$ cat src/rtl/fpadd_pkg.sv
// Shared constants and state encoding for the fpadd round-robin arbiter.
package fpadd_pkg;

  localparam int FP_W = 32;
  localparam logic [FP_W-1:0] FP_QNAN = 32'h7FC0_0000;

  typedef enum logic [1:0] {
    IDLE  = 2'd0,
    ISSUE = 2'd1,
    WAIT  = 2'd2,
    RESP  = 2'd3
  } state_t;

endpackage

$ cat src/rtl/fpadd_rr_arbiter_rr_pick.sv
// Combinational round-robin picker: first set request at or after i_ptr, with wrap.
module rr_pick #(
  parameter int N     = 4,
  parameter int IDX_W = $clog2(N)
) (
  input  logic [N-1:0]     i_req,
  input  logic [IDX_W-1:0] i_ptr,
  output logic [N-1:0]     o_grant,
  output logic [IDX_W-1:0] o_idx,
  output logic             o_any
);

  logic [2*N-1:0] w_rot;
  logic [IDX_W:0] w_sum;

  always_comb begin
    // NOTE: every variable written here gets a default first; a path that skips
    // an assignment would otherwise infer a latch.
    o_grant = '0;
    o_idx   = '0;
    o_any   = 1'b0;
    w_sum   = '0;
    // Bit k of w_rot is the request k positions after the pointer.
    w_rot   = {i_req, i_req} >> i_ptr;
    for (int k = 0; k < N; k++) begin
      if (!o_any && w_rot[k]) begin
        o_any = 1'b1;
        w_sum = {1'b0, i_ptr} + (IDX_W+1)'(k);
        if (w_sum >= (IDX_W+1)'(N)) begin
          w_sum = w_sum - (IDX_W+1)'(N);
        end
        o_idx = w_sum[IDX_W-1:0];
      end
    end
    if (o_any) begin
      o_grant = {{(N-1){1'b0}}, 1'b1} << o_idx;
    end
  end

endmodule

$ cat src/rtl/fpadd_rr_arbiter.sv
// Shares one multi-cycle fpadd core between NREQ requesters, round-robin,
// with a watchdog that returns qNaN if the core never signals done.
module fpadd_rr_arbiter
  import fpadd_pkg::*;
#(
  parameter int NREQ    = 4,
  parameter int TIMEOUT = 63,
  parameter int IDX_W   = $clog2(NREQ)
) (
  input  logic                 clk,
  input  logic                 reset,
  input  logic [NREQ-1:0]      req_valid,
  output logic [NREQ-1:0]      req_ready,
  input  logic [NREQ*FP_W-1:0] req_a,
  input  logic [NREQ*FP_W-1:0] req_b,
  output logic [NREQ-1:0]      rsp_valid,
  output logic [FP_W-1:0]      rsp_sum,
  output logic                 rsp_timeout,
  output logic                 fpa_start,
  output logic [FP_W-1:0]      fpa_a,
  output logic [FP_W-1:0]      fpa_b,
  input  logic [FP_W-1:0]      fpa_sum,
  input  logic                 fpa_done
);

  localparam int TMR_W = $clog2(TIMEOUT + 1);

  state_t           r_state,       w_state_nxt;
  logic [IDX_W-1:0] r_rr_ptr,      w_rr_ptr_nxt;
  logic [IDX_W-1:0] r_grant,       w_grant_nxt;
  logic [TMR_W-1:0] r_timer,       w_timer_nxt;
  logic [FP_W-1:0]  r_fpa_a,       w_fpa_a_nxt;
  logic [FP_W-1:0]  r_fpa_b,       w_fpa_b_nxt;
  logic [FP_W-1:0]  r_rsp_sum,     w_rsp_sum_nxt;
  logic             r_rsp_timeout, w_rsp_timeout_nxt;

  logic [NREQ-1:0]  w_req_ready;
  logic [NREQ-1:0]  w_rsp_valid;
  logic             w_fpa_start;

  logic [NREQ-1:0]  w_pick_grant;
  logic [IDX_W-1:0] w_pick_idx;
  logic             w_pick_any;
  logic [FP_W-1:0]  w_sel_a;
  logic [FP_W-1:0]  w_sel_b;

  rr_pick #(
    .N     (NREQ),
    .IDX_W (IDX_W)
  ) u_rr_pick (
    .i_req   (req_valid),
    .i_ptr   (r_rr_ptr),
    .o_grant (w_pick_grant),
    .o_idx   (w_pick_idx),
    .o_any   (w_pick_any)
  );

  always_comb begin
    w_sel_a = '0;
    w_sel_b = '0;
    for (int i = 0; i < NREQ; i++) begin
      if (w_pick_idx == IDX_W'(i)) begin
        w_sel_a = req_a[i*FP_W +: FP_W];
        w_sel_b = req_b[i*FP_W +: FP_W];
      end
    end
  end

  always_comb begin
    w_state_nxt       = r_state;
    w_rr_ptr_nxt      = r_rr_ptr;
    w_grant_nxt       = r_grant;
    w_timer_nxt       = r_timer;
    w_fpa_a_nxt       = r_fpa_a;
    w_fpa_b_nxt       = r_fpa_b;
    w_rsp_sum_nxt     = r_rsp_sum;
    w_rsp_timeout_nxt = r_rsp_timeout;
    w_req_ready       = '0;
    w_rsp_valid       = '0;
    w_fpa_start       = 1'b0;

    case (r_state)
      IDLE: begin
        w_req_ready = w_pick_grant;
        if (w_pick_any) begin
          w_fpa_a_nxt = w_sel_a;
          w_fpa_b_nxt = w_sel_b;
          w_grant_nxt = w_pick_idx;
          w_state_nxt = ISSUE;
        end
      end
      ISSUE: begin
        w_fpa_start = 1'b1;
        w_timer_nxt = '0;
        w_state_nxt = WAIT;
      end
      WAIT: begin
        // Timer still zero marks the first WAIT cycle: a done seen here is left
        // over from the previous operation.
        if (r_timer == '0) begin
          w_timer_nxt = TMR_W'(1);
        end else if (fpa_done) begin
          w_rsp_sum_nxt     = fpa_sum;
          w_rsp_timeout_nxt = 1'b0;
          w_state_nxt       = RESP;
        end else if (r_timer == TMR_W'(TIMEOUT)) begin
          w_rsp_sum_nxt     = FP_QNAN;
          w_rsp_timeout_nxt = 1'b1;
          w_state_nxt       = RESP;
        end else begin
          w_timer_nxt = r_timer + TMR_W'(1);
        end
      end
      RESP: begin
        w_rsp_valid  = {{(NREQ-1){1'b0}}, 1'b1} << r_grant;
        w_rr_ptr_nxt = (r_grant == IDX_W'(NREQ-1)) ? '0 : r_grant + IDX_W'(1);
        w_state_nxt  = IDLE;
      end
      default: begin
        w_state_nxt = IDLE;
      end
    endcase
  end

  // NOTE: state registers use non-blocking assignments so every flop samples
  // pre-edge values regardless of statement order.
  always_ff @(posedge clk or posedge reset) begin
    if (reset) begin
      r_state       <= IDLE;
      r_rr_ptr      <= '0;
      r_grant       <= '0;
      r_timer       <= '0;
      r_fpa_a       <= '0;
      r_fpa_b       <= '0;
      r_rsp_sum     <= '0;
      r_rsp_timeout <= 1'b0;
    end else begin
      r_state       <= w_state_nxt;
      r_rr_ptr      <= w_rr_ptr_nxt;
      r_grant       <= w_grant_nxt;
      r_timer       <= w_timer_nxt;
      r_fpa_a       <= w_fpa_a_nxt;
      r_fpa_b       <= w_fpa_b_nxt;
      r_rsp_sum     <= w_rsp_sum_nxt;
      r_rsp_timeout <= w_rsp_timeout_nxt;
    end
  end

  // Ready is combinational in IDLE, so it is masked while reset is held.
  assign req_ready   = w_req_ready & {NREQ{~reset}};
  assign rsp_valid   = w_rsp_valid;
  assign fpa_start   = w_fpa_start;
  assign fpa_a       = r_fpa_a;
  assign fpa_b       = r_fpa_b;
  assign rsp_sum     = r_rsp_sum;
  assign rsp_timeout = r_rsp_timeout;

endmodule

$ cat config.mk
export PLATFORM = sky130hd
export DESIGN_NAME = fpadd_rr_arbiter
export DESIGN_NICKNAME = d
export VERILOG_FILES = /design/src/rtl/fpadd_pkg.sv /design/src/rtl/fpadd_rr_arbiter_rr_pick.sv /design/src/rtl/fpadd_rr_arbiter.sv
export SDC_FILE = /design/constraint.sdc
export NUM_CORES = 1
export LEC_CHECK = 0
export ABC_CLOCK_PERIOD_IN_PS = 3600
export BUFFER_PORTS_ARGS = -buffer_cell sky130_fd_sc_hd__buf_2
export CAP_MARGIN = 25
export CORE_AREA = 2 2 157 159
export DETAILED_ROUTE_END_ITERATION = 10
export DIE_AREA = 0 0 159 161
export PLACE_DENSITY_LB_ADDON = 0.1
export SLEW_MARGIN = 20
export SYNTH_ARGS = -nofsm -noshare
export SYNTH_HDL_FRONTEND = slang
export SYNTH_SLANG_ARGS = --single-unit
$ cat constraint.sdc
create_clock -name clk -period 3.6 [get_ports clk]
set_input_delay 0.54 -clock clk [delete_from_list [all_inputs] [get_ports clk]]
set_output_delay 0.54 -clock clk [all_outputs]
set_load 0.03 [all_outputs]
Word level (Yosys, flattened, before mapping)
Index checks and enable logic that the tools add are counted.
- register bits: 109
- memories kept: 0
- latch bits: 0
- input port bits: 295
- logic and storage cells: 93
- output and inout bits: 106
- bits in writable memories: 0
- bits in read-only memories: 0
- multiplexer cells: 38
- eq/ne operators: 13
- $lt $le $gt $ge: 4
- $mul: 0
- bitwise operators: 3
- reduce and logical (&&, ||, !) cells: 15
- shift-type cells: 3
- $add $sub $neg: 9
- div/mod/pow operators: 0
- operators with widths (cell ; number):
    2-to-1 mux 32 bit ; 10
    2-to-1 mux 2 bit ; 13
    2-to-1 mux 6 bit ; 3
    2-to-1 mux 4 bit ; 3
    one-hot mux 6 bit (2 select lines) ; 1
    == test 2 bit, second input constant ; 5
    greater-or-equal comparator 3 bit, second input constant ; 3
    != test 3 bit, second input constant ; 3
    AND reduction 3 bit ; 3
    one-hot mux 2 bit (4 select lines) ; 1
    left shift 1 x 2 -> 4 bit, first input constant ; 2
    right shift 8 x 2 -> 4 bit ; 1
    subtractor 2 x 1 -> 2 bit, second input constant ; 4
    2-to-1 mux 1 bit ; 7
    adder 2 x 2 -> 3 bit, second input constant ; 2
    adder 6 x 1 -> 6 bit, second input constant ; 1
    == test 6 bit, second input constant ; 1
    zero test 6 bit ; 1
    AND 4 bit ; 1
    == test 2 x 1 -> 1 bit, second input constant ; 2
    zero test 2 bit ; 2
    nonzero test 2 bit ; 2
    adder 2 x 1 -> 3 bit, second input constant ; 1
    greater-or-equal comparator 2 x 3 -> 1 bit, second input constant ; 1
    7 further kinds ; 12

Longest topological paths before layout
- depth in word-level cells: 16
- mapped depth: 8
- gate-level depth less buffers: 6

By module
Synthesis repeated with hierarchy kept, for this count alone.
- cells, all modules: 407
- area, all modules: 6028.3 um2
- by module, submodules not included (module ; times used ; cells each ; seq. area each (um2) ; area each (um2)):
    fpadd_rr_arbiter ; 1 ; 375 ; 2727.6 ; 5845.6
    rr_pick ; 1 ; 32 ; 0.0 ; 182.7

Worst setup path after synthesis
Ideal clock, no wire load.
- path type: input to output
- start point: input req_valid[0]
- end point: output req_ready[1]
- cell stages on the path: 6
- data arrival time: 2450 ps
- path slack: 610 ps
- path buffers: 2
- required time: 3060 ps
- cell sequence: nor2b_1 > a211o_1 > a21o_1 > buf_2 > buf_2 > nor4_1
- longest elaborated chain between the ends: 15
- ends and longest elaborated chain (item ; line ; source):
    start, declared ; fpadd_rr_arbiter.sv:12 ; input logic [NREQ-1:0] req_valid,
    right shift 8 x 2 -> 4 bit (*) ; fpadd_rr_arbiter_rr_pick.sv:24 ; w_rot = {i_req, i_req} >> i_ptr;
    2-to-1 mux 1 bit ; fpadd_rr_arbiter_rr_pick.sv:26 ; if (!o_any && w_rot[k]) begin
    zero test 1 bit ; fpadd_rr_arbiter_rr_pick.sv:26 ;
    logical AND 1 bit ; fpadd_rr_arbiter_rr_pick.sv:26 ;
    2-to-1 mux 1 bit ; fpadd_rr_arbiter_rr_pick.sv:26 ;
    zero test 1 bit ; fpadd_rr_arbiter_rr_pick.sv:26 ;
    logical AND 1 bit ; fpadd_rr_arbiter_rr_pick.sv:26 ;
    2-to-1 mux 1 bit ; fpadd_rr_arbiter_rr_pick.sv:26 ;
    zero test 1 bit ; fpadd_rr_arbiter_rr_pick.sv:26 ;
    logical AND 1 bit ; fpadd_rr_arbiter_rr_pick.sv:26 ;
    2-to-1 mux 2 bit ; fpadd_rr_arbiter_rr_pick.sv:26 ;
    left shift 1 x 2 -> 4 bit ; fpadd_rr_arbiter_rr_pick.sv:36 ; o_grant = {{(N-1){1'b0}}, 1'b1} << o_idx;
    2-to-1 mux 4 bit (*) ; fpadd_rr_arbiter_rr_pick.sv:35 ; if (o_any) begin
    2-to-1 mux 4 bit (*) ; fpadd_rr_arbiter.sv:82 ; case (r_state)
    AND 4 bit (*) ; fpadd_rr_arbiter.sv:150 ; assign req_ready = w_req_ready & {NREQ{~reset}};
    end, declared ; fpadd_rr_arbiter.sv:13 ; output logic [NREQ-1:0] req_ready,
Every way passes the cells marked *; elsewhere a longest branch is shown, timed or not.

Worst setup path in the final report
- start point: register r_rr_ptr[0]
- end point: output req_ready[2]
- longest elaborated chain between the ends: 15
- ends and longest elaborated chain (item ; line ; source):
    start, declared ; fpadd_rr_arbiter.sv:29 ; logic [IDX_W-1:0] r_rr_ptr, w_rr_ptr_nxt;
    start signal, assigned ; fpadd_rr_arbiter.sv:139 ; r_rr_ptr <= w_rr_ptr_nxt;
    parallel branches: the longest is 12 deep, another holds adder 2 x 1 -> 3 bit ; - ;
    2-to-1 mux 4 bit (*) ; fpadd_rr_arbiter_rr_pick.sv:35 ;
    2-to-1 mux 4 bit (*) ; fpadd_rr_arbiter.sv:82 ;
    AND 4 bit (*) ; fpadd_rr_arbiter.sv:150 ;
Every way passes the cells marked *.

==> impl.org <==
** STA
- Between clock sinks in the finished design, the worst skew comes to between 10 and 15 ps.
- Setup violations remaining at the end of the flow were counted as 0.
- Of the available clock period, the critical path in the final layout requires 82.4%.
- Based on the critical path, the design can be clocked at up to 337 MHz.
- Min Clock Period, post-route :: 2970 ps
- In this run the tightest slew margin relative to its limit is 35.7%.
- Final Hold Vio Count :: 0
- Sum of negative setup slack :: 0 ps
- Slew at the pin closest to its max-slew limit :: about 960 ps
- Number of max-slew violations in the final report :: 0
- Setup repair after global routing left no endpoint under its margin.

** Route
- The final layout contains routed wiring with a total length of around 25000 um.
- In the routed design, unresolved DRC markers number 0.
- After detailed routing, the number of vias per cell comes to around 4.8.
- In the final routed layout, each cell accounts on average for 18.4 um.
- In this run the remaining antenna-violating nets after routing total 0.
- Count of routing violations after the opening detailed-route iteration :: ~280
- Drt pass-1 iters :: 4
- The routed layout has approximately 6600 vias.

** Die
- For this configuration, the core starts out at a cell density of between 20% and 30%.
- The floorplan has 57 rows.
- Area of the die :: about 0.026 sq mm
- Measured along the x axis, the die boundary spans 159 um.
- I/O pin total :: approximately 400
- Standard cell core area :: between 0.02 and 0.025 sq mm
- Die boundary height :: 161 um

** Clocking
- The clock drives between 100 and 150 sinks.
- The number of gates resized after CTS was 0.
- In this run, CTS created clock tree buffers numbering 9.
- CTS tree :: done
- CTS hold repair buffers :: 0
- The clock tree synthesis step divided the H-tree into 3 levels.
- After clock tree synthesis, the setup repair step added 0 buffers.
- Cell at the root of the clock tree :: sky130_fd_sc_hd__clkbuf_16
- Max Buffers Root-to-Sink :: 2
- Clock-pin slew was measured on the worst setup and hold paths at 90 ps.
- Clk Latency, worst-skew pair :: approximately 360 ps

** Yosys
- Total of warnings raised by yosys :: 0
- Avg Synthesized Cell Area :: 9.71 sq um
- Distinct cell type count after synthesis :: 42
- Seq cells post-synth :: ~110
- Share of synthesized area occupied by flip-flops and latches :: between 40 and 50%
- Netlist Area Pre-Place :: 0.00659 sq mm
- Synthesis produced 679 cells.
- The number of nets in the synthesized netlist is 985.

** Worst setup path
- The worst register-to-register path begins at r_state[0].
- Termination of the worst setup path :: req_ready[2]
- Tracing the worst setup path back leads to its startpoint at r_rr_ptr[0].
- Sort of element at the start of the critical path :: register
- R2R setup slack :: 1300 ps
- STA classifies the critical path endpoint as a primary output.
- Data on the critical path is required at its endpoint by just over 3000 ps.
- Capture instance of the worst register-to-register path :: fpa_a[22]
- Worst Setup Path Type :: register to primary output
- Reg2Reg Depth :: 7
- Highest net fanout along the worst path :: 4
- Arrival time of data at the critical path endpoint :: about 2400 ps

** Outcome
- Outcome :: complete, no violations

** Placed design
- Final Wtd Congestion :: 0.805
- Once detailed placement completed, the half-perimeter wirelength came to 18400 um.
- In this run, placement finished with an instance count of approximately 1400.
- Input and output buffers added on the ports amount to 400.

** Global routing
- Largest net degree at the start of global routing :: between 60 and 70
- The number of global-route vias before repair came to 6435.
- Summed over all layers, the global routing overflow is 0.
- Initial antenna violation count :: 3
- The first global-routing pass estimated a little under 40000 um of wire.
- Global routing used about 19% of the available tracks across all layers.

** Finish
- Highest-count cells in the layout ignoring fill and taps :: 400 x sky130_fd_sc_hd__buf_2, 109 x sky130_fd_sc_hd__dfrtp_1, 71 x sky130_fd_sc_hd__nor2_1, 69 x sky130_fd_sc_hd__and2_1
- Area Growth Syn to Fin :: 39.4%
- The post-route netlist has roughly 45% of its cells at a drive strength greater than 1.
- Most frequent standard cell in the layout excluding fill and tap cells :: sky130_fd_sc_hd__buf_2
- After the last flow step, the layout net total stands at about 1400.
- Final instance count without filler cells :: ~1400

** Power and ir drop
- For this design the static power due to leakage is around 4.4 nW.
- For this design the ratio of total power to cell area is around 800 mW/mm^2.
- Across the VDD grid, the largest voltage drop is between 0.0003 and 0.0004 V.

** Job
- Across the run, the number of max-cap violations was 0.

** Worst hold path
- The tightest min-delay check is of the input port to asynchronous set/reset pin type.
==> state kept, by name, indices dropped and copies added (netlist names) <==
| register | flops |
|---|---|
| rsp_timeout | 1 |
| rsp_sum | 32 |
| r_timer | 6 |
| r_rr_ptr | 2 |
| fpa_a | 32 |
| r_grant | 2 |
| fpa_b | 32 |
| r_state | 2 |
==> kinds of logic (layout without fill, tap and decap cells) <==
| family | after synthesis | in the layout | synth area share [%] |
|---|---|---|---|
| muxes | 66 | 66 | 10.1 |
| other | 0 | 3 | 0 |
| buffers and inverters | 72 | 444 | 5.92 |
| adders and majority gates | 11 | 11 | 2.09 |
| and+or+nand+nor | 235 | 235 | 17.3 |
| DFF | 109 | 109 | 41.4 |
| AOI/OAI and AO/OA | 186 | 186 | 23.3 |
==> synth_stat cells <==
cell type	instances	area [sq um]
sky130_fd_sc_hd__dfrtp_1	109	2730
sky130_fd_sc_hd__nor2_1	72	270
sky130_fd_sc_hd__and2_1	69	432
sky130_fd_sc_hd__a211oi_1	64	480
sky130_fd_sc_hd__mux2i_1	64	641
sky130_fd_sc_hd__nand2_1	64	240
sky130_fd_sc_hd__a221oi_1	42	368
sky130_fd_sc_hd__o21ai_0	39	195
sky130_fd_sc_hd__clkbuf_1	31	116
sky130_fd_sc_hd__a221oi_2	22	330
sky130_fd_sc_hd__buf_2	15	75.1
sky130_fd_sc_hd__inv_1	13	48.8
sky130_fd_sc_hd__ha_1	11	138
sky130_fd_sc_hd__nor2b_1	10	62.6
sky130_fd_sc_hd__buf_6	8	90.1
sky130_fd_sc_hd__nor4_1	6	37.5
sky130_fd_sc_hd__a21oi_1	4	20.0
sky130_fd_sc_hd__nand3_1	4	20.0
sky130_fd_sc_hd__buf_8	3	45.0
sky130_fd_sc_hd__nor3_1	3	15.0
sky130_fd_sc_hd__buf_4	2	15.0
sky130_fd_sc_hd__mux2_2	2	22.5
sky130_fd_sc_hd__o31ai_1	2	15.0
sky130_fd_sc_hd__or4_1	2	15.0
sky130_fd_sc_hd__a211o_1	1	8.76
sky130_fd_sc_hd__a21bo_2	1	10.0
sky130_fd_sc_hd__a21boi_1	1	7.51
sky130_fd_sc_hd__a21o_1	1	7.51
sky130_fd_sc_hd__a21oi_2	1	8.76
sky130_fd_sc_hd__and4_1	1	8.76
sky130_fd_sc_hd__o21ba_2	1	10.0
sky130_fd_sc_hd__o221ai_1	1	8.76
sky130_fd_sc_hd__o22a_2	1	10.0
sky130_fd_sc_hd__o22ai_1	1	6.26
sky130_fd_sc_hd__o31a_1	1	8.76
sky130_fd_sc_hd__o31ai_4	1	21.3
sky130_fd_sc_hd__o32a_1	1	10.0
sky130_fd_sc_hd__o41ai_1	1	8.76
sky130_fd_sc_hd__or2_4	1	8.76
sky130_fd_sc_hd__or3_1	1	6.26
sky130_fd_sc_hd__or4_4	1	11.3
sky130_fd_sc_hd__or4b_2	1	10.0
==> where the power goes <==
group,internal (mW),switching [mW]
combinational,1.40,2.97
sequential,1.79,0.310
clock,0.509,0.528
==> worst min-delay path by stage <==
stage                start          end  slack [ps]  cells after the start
3_5_place_dp    rsp_sum[7]   rsp_sum[7]         470                      2
3_3_place_gp   rsp_sum[29]  rsp_sum[29]         460                      2
2_1_floorplan   r_timer[4]   r_timer[4]         490                      1
6_report             reset    fpa_a[25]         310                      2
4_1_cts              reset    fpa_a[21]         320                      2
5_1_grt              reset    fpa_a[28]         350                      2
==> routing by layer <==
layer  share of wire [%]  GRT usage [%]  up-vias
met4                0.99           4.50        0
met1                  44           25.4     3093
li1                    -              -     3220
met3                 6.1           4.52       13
met5                   0              0        -
met2                  49           32.4      257
==> area by class of cell <==
| type | instances | area [sq um] |
|---|---|---|
| inverters | 13 | 51.3 |
| fillers | 2540 | 14800 |
| clock buffers | 10 | 239 |
| multi-input cells | 498 | 3520 |
| diodes | 3 | 7.51 |
| clock inverters | 6 | 62.6 |
| well taps | 324 | 405 |
| repair buffers | 415 | 2180 |
| flip-flops and latches | 109 | 2730 |
==> through the flow <==
| stage | hold WS, ps | power (mW) | setup WS [ps] | utilization, % | area, sq um |
|---|---|---|---|---|---|
| 2_1_floorplan | 493 | 5.16 | 186 | - | 6590 |
| 3_3_place_gp | 457 | 6.53 | 646 | 37.0 | 8880 |
| 3_5_place_dp | 465 | 6.55 | 599 | 37.0 | 8880 |
| 4_1_cts | 317 | 7.62 | 539 | 38.3 | 9180 |
| 5_1_grt | 347 | 8.04 | 541 | 38.3 | 9190 |
| 6_report | 306 | 7.51 | 632 | 38.3 | 9190 |
==> worst max-delay path: stages (launching register included) <==
cell	delay, ps
sky130_fd_sc_hd__dfrtp_1	410
sky130_fd_sc_hd__o221ai_1	510
sky130_fd_sc_hd__a21oi_4	160
sky130_fd_sc_hd__nor4_1	680
sky130_fd_sc_hd__buf_2	330
Power figures use the tool's default switching activity.
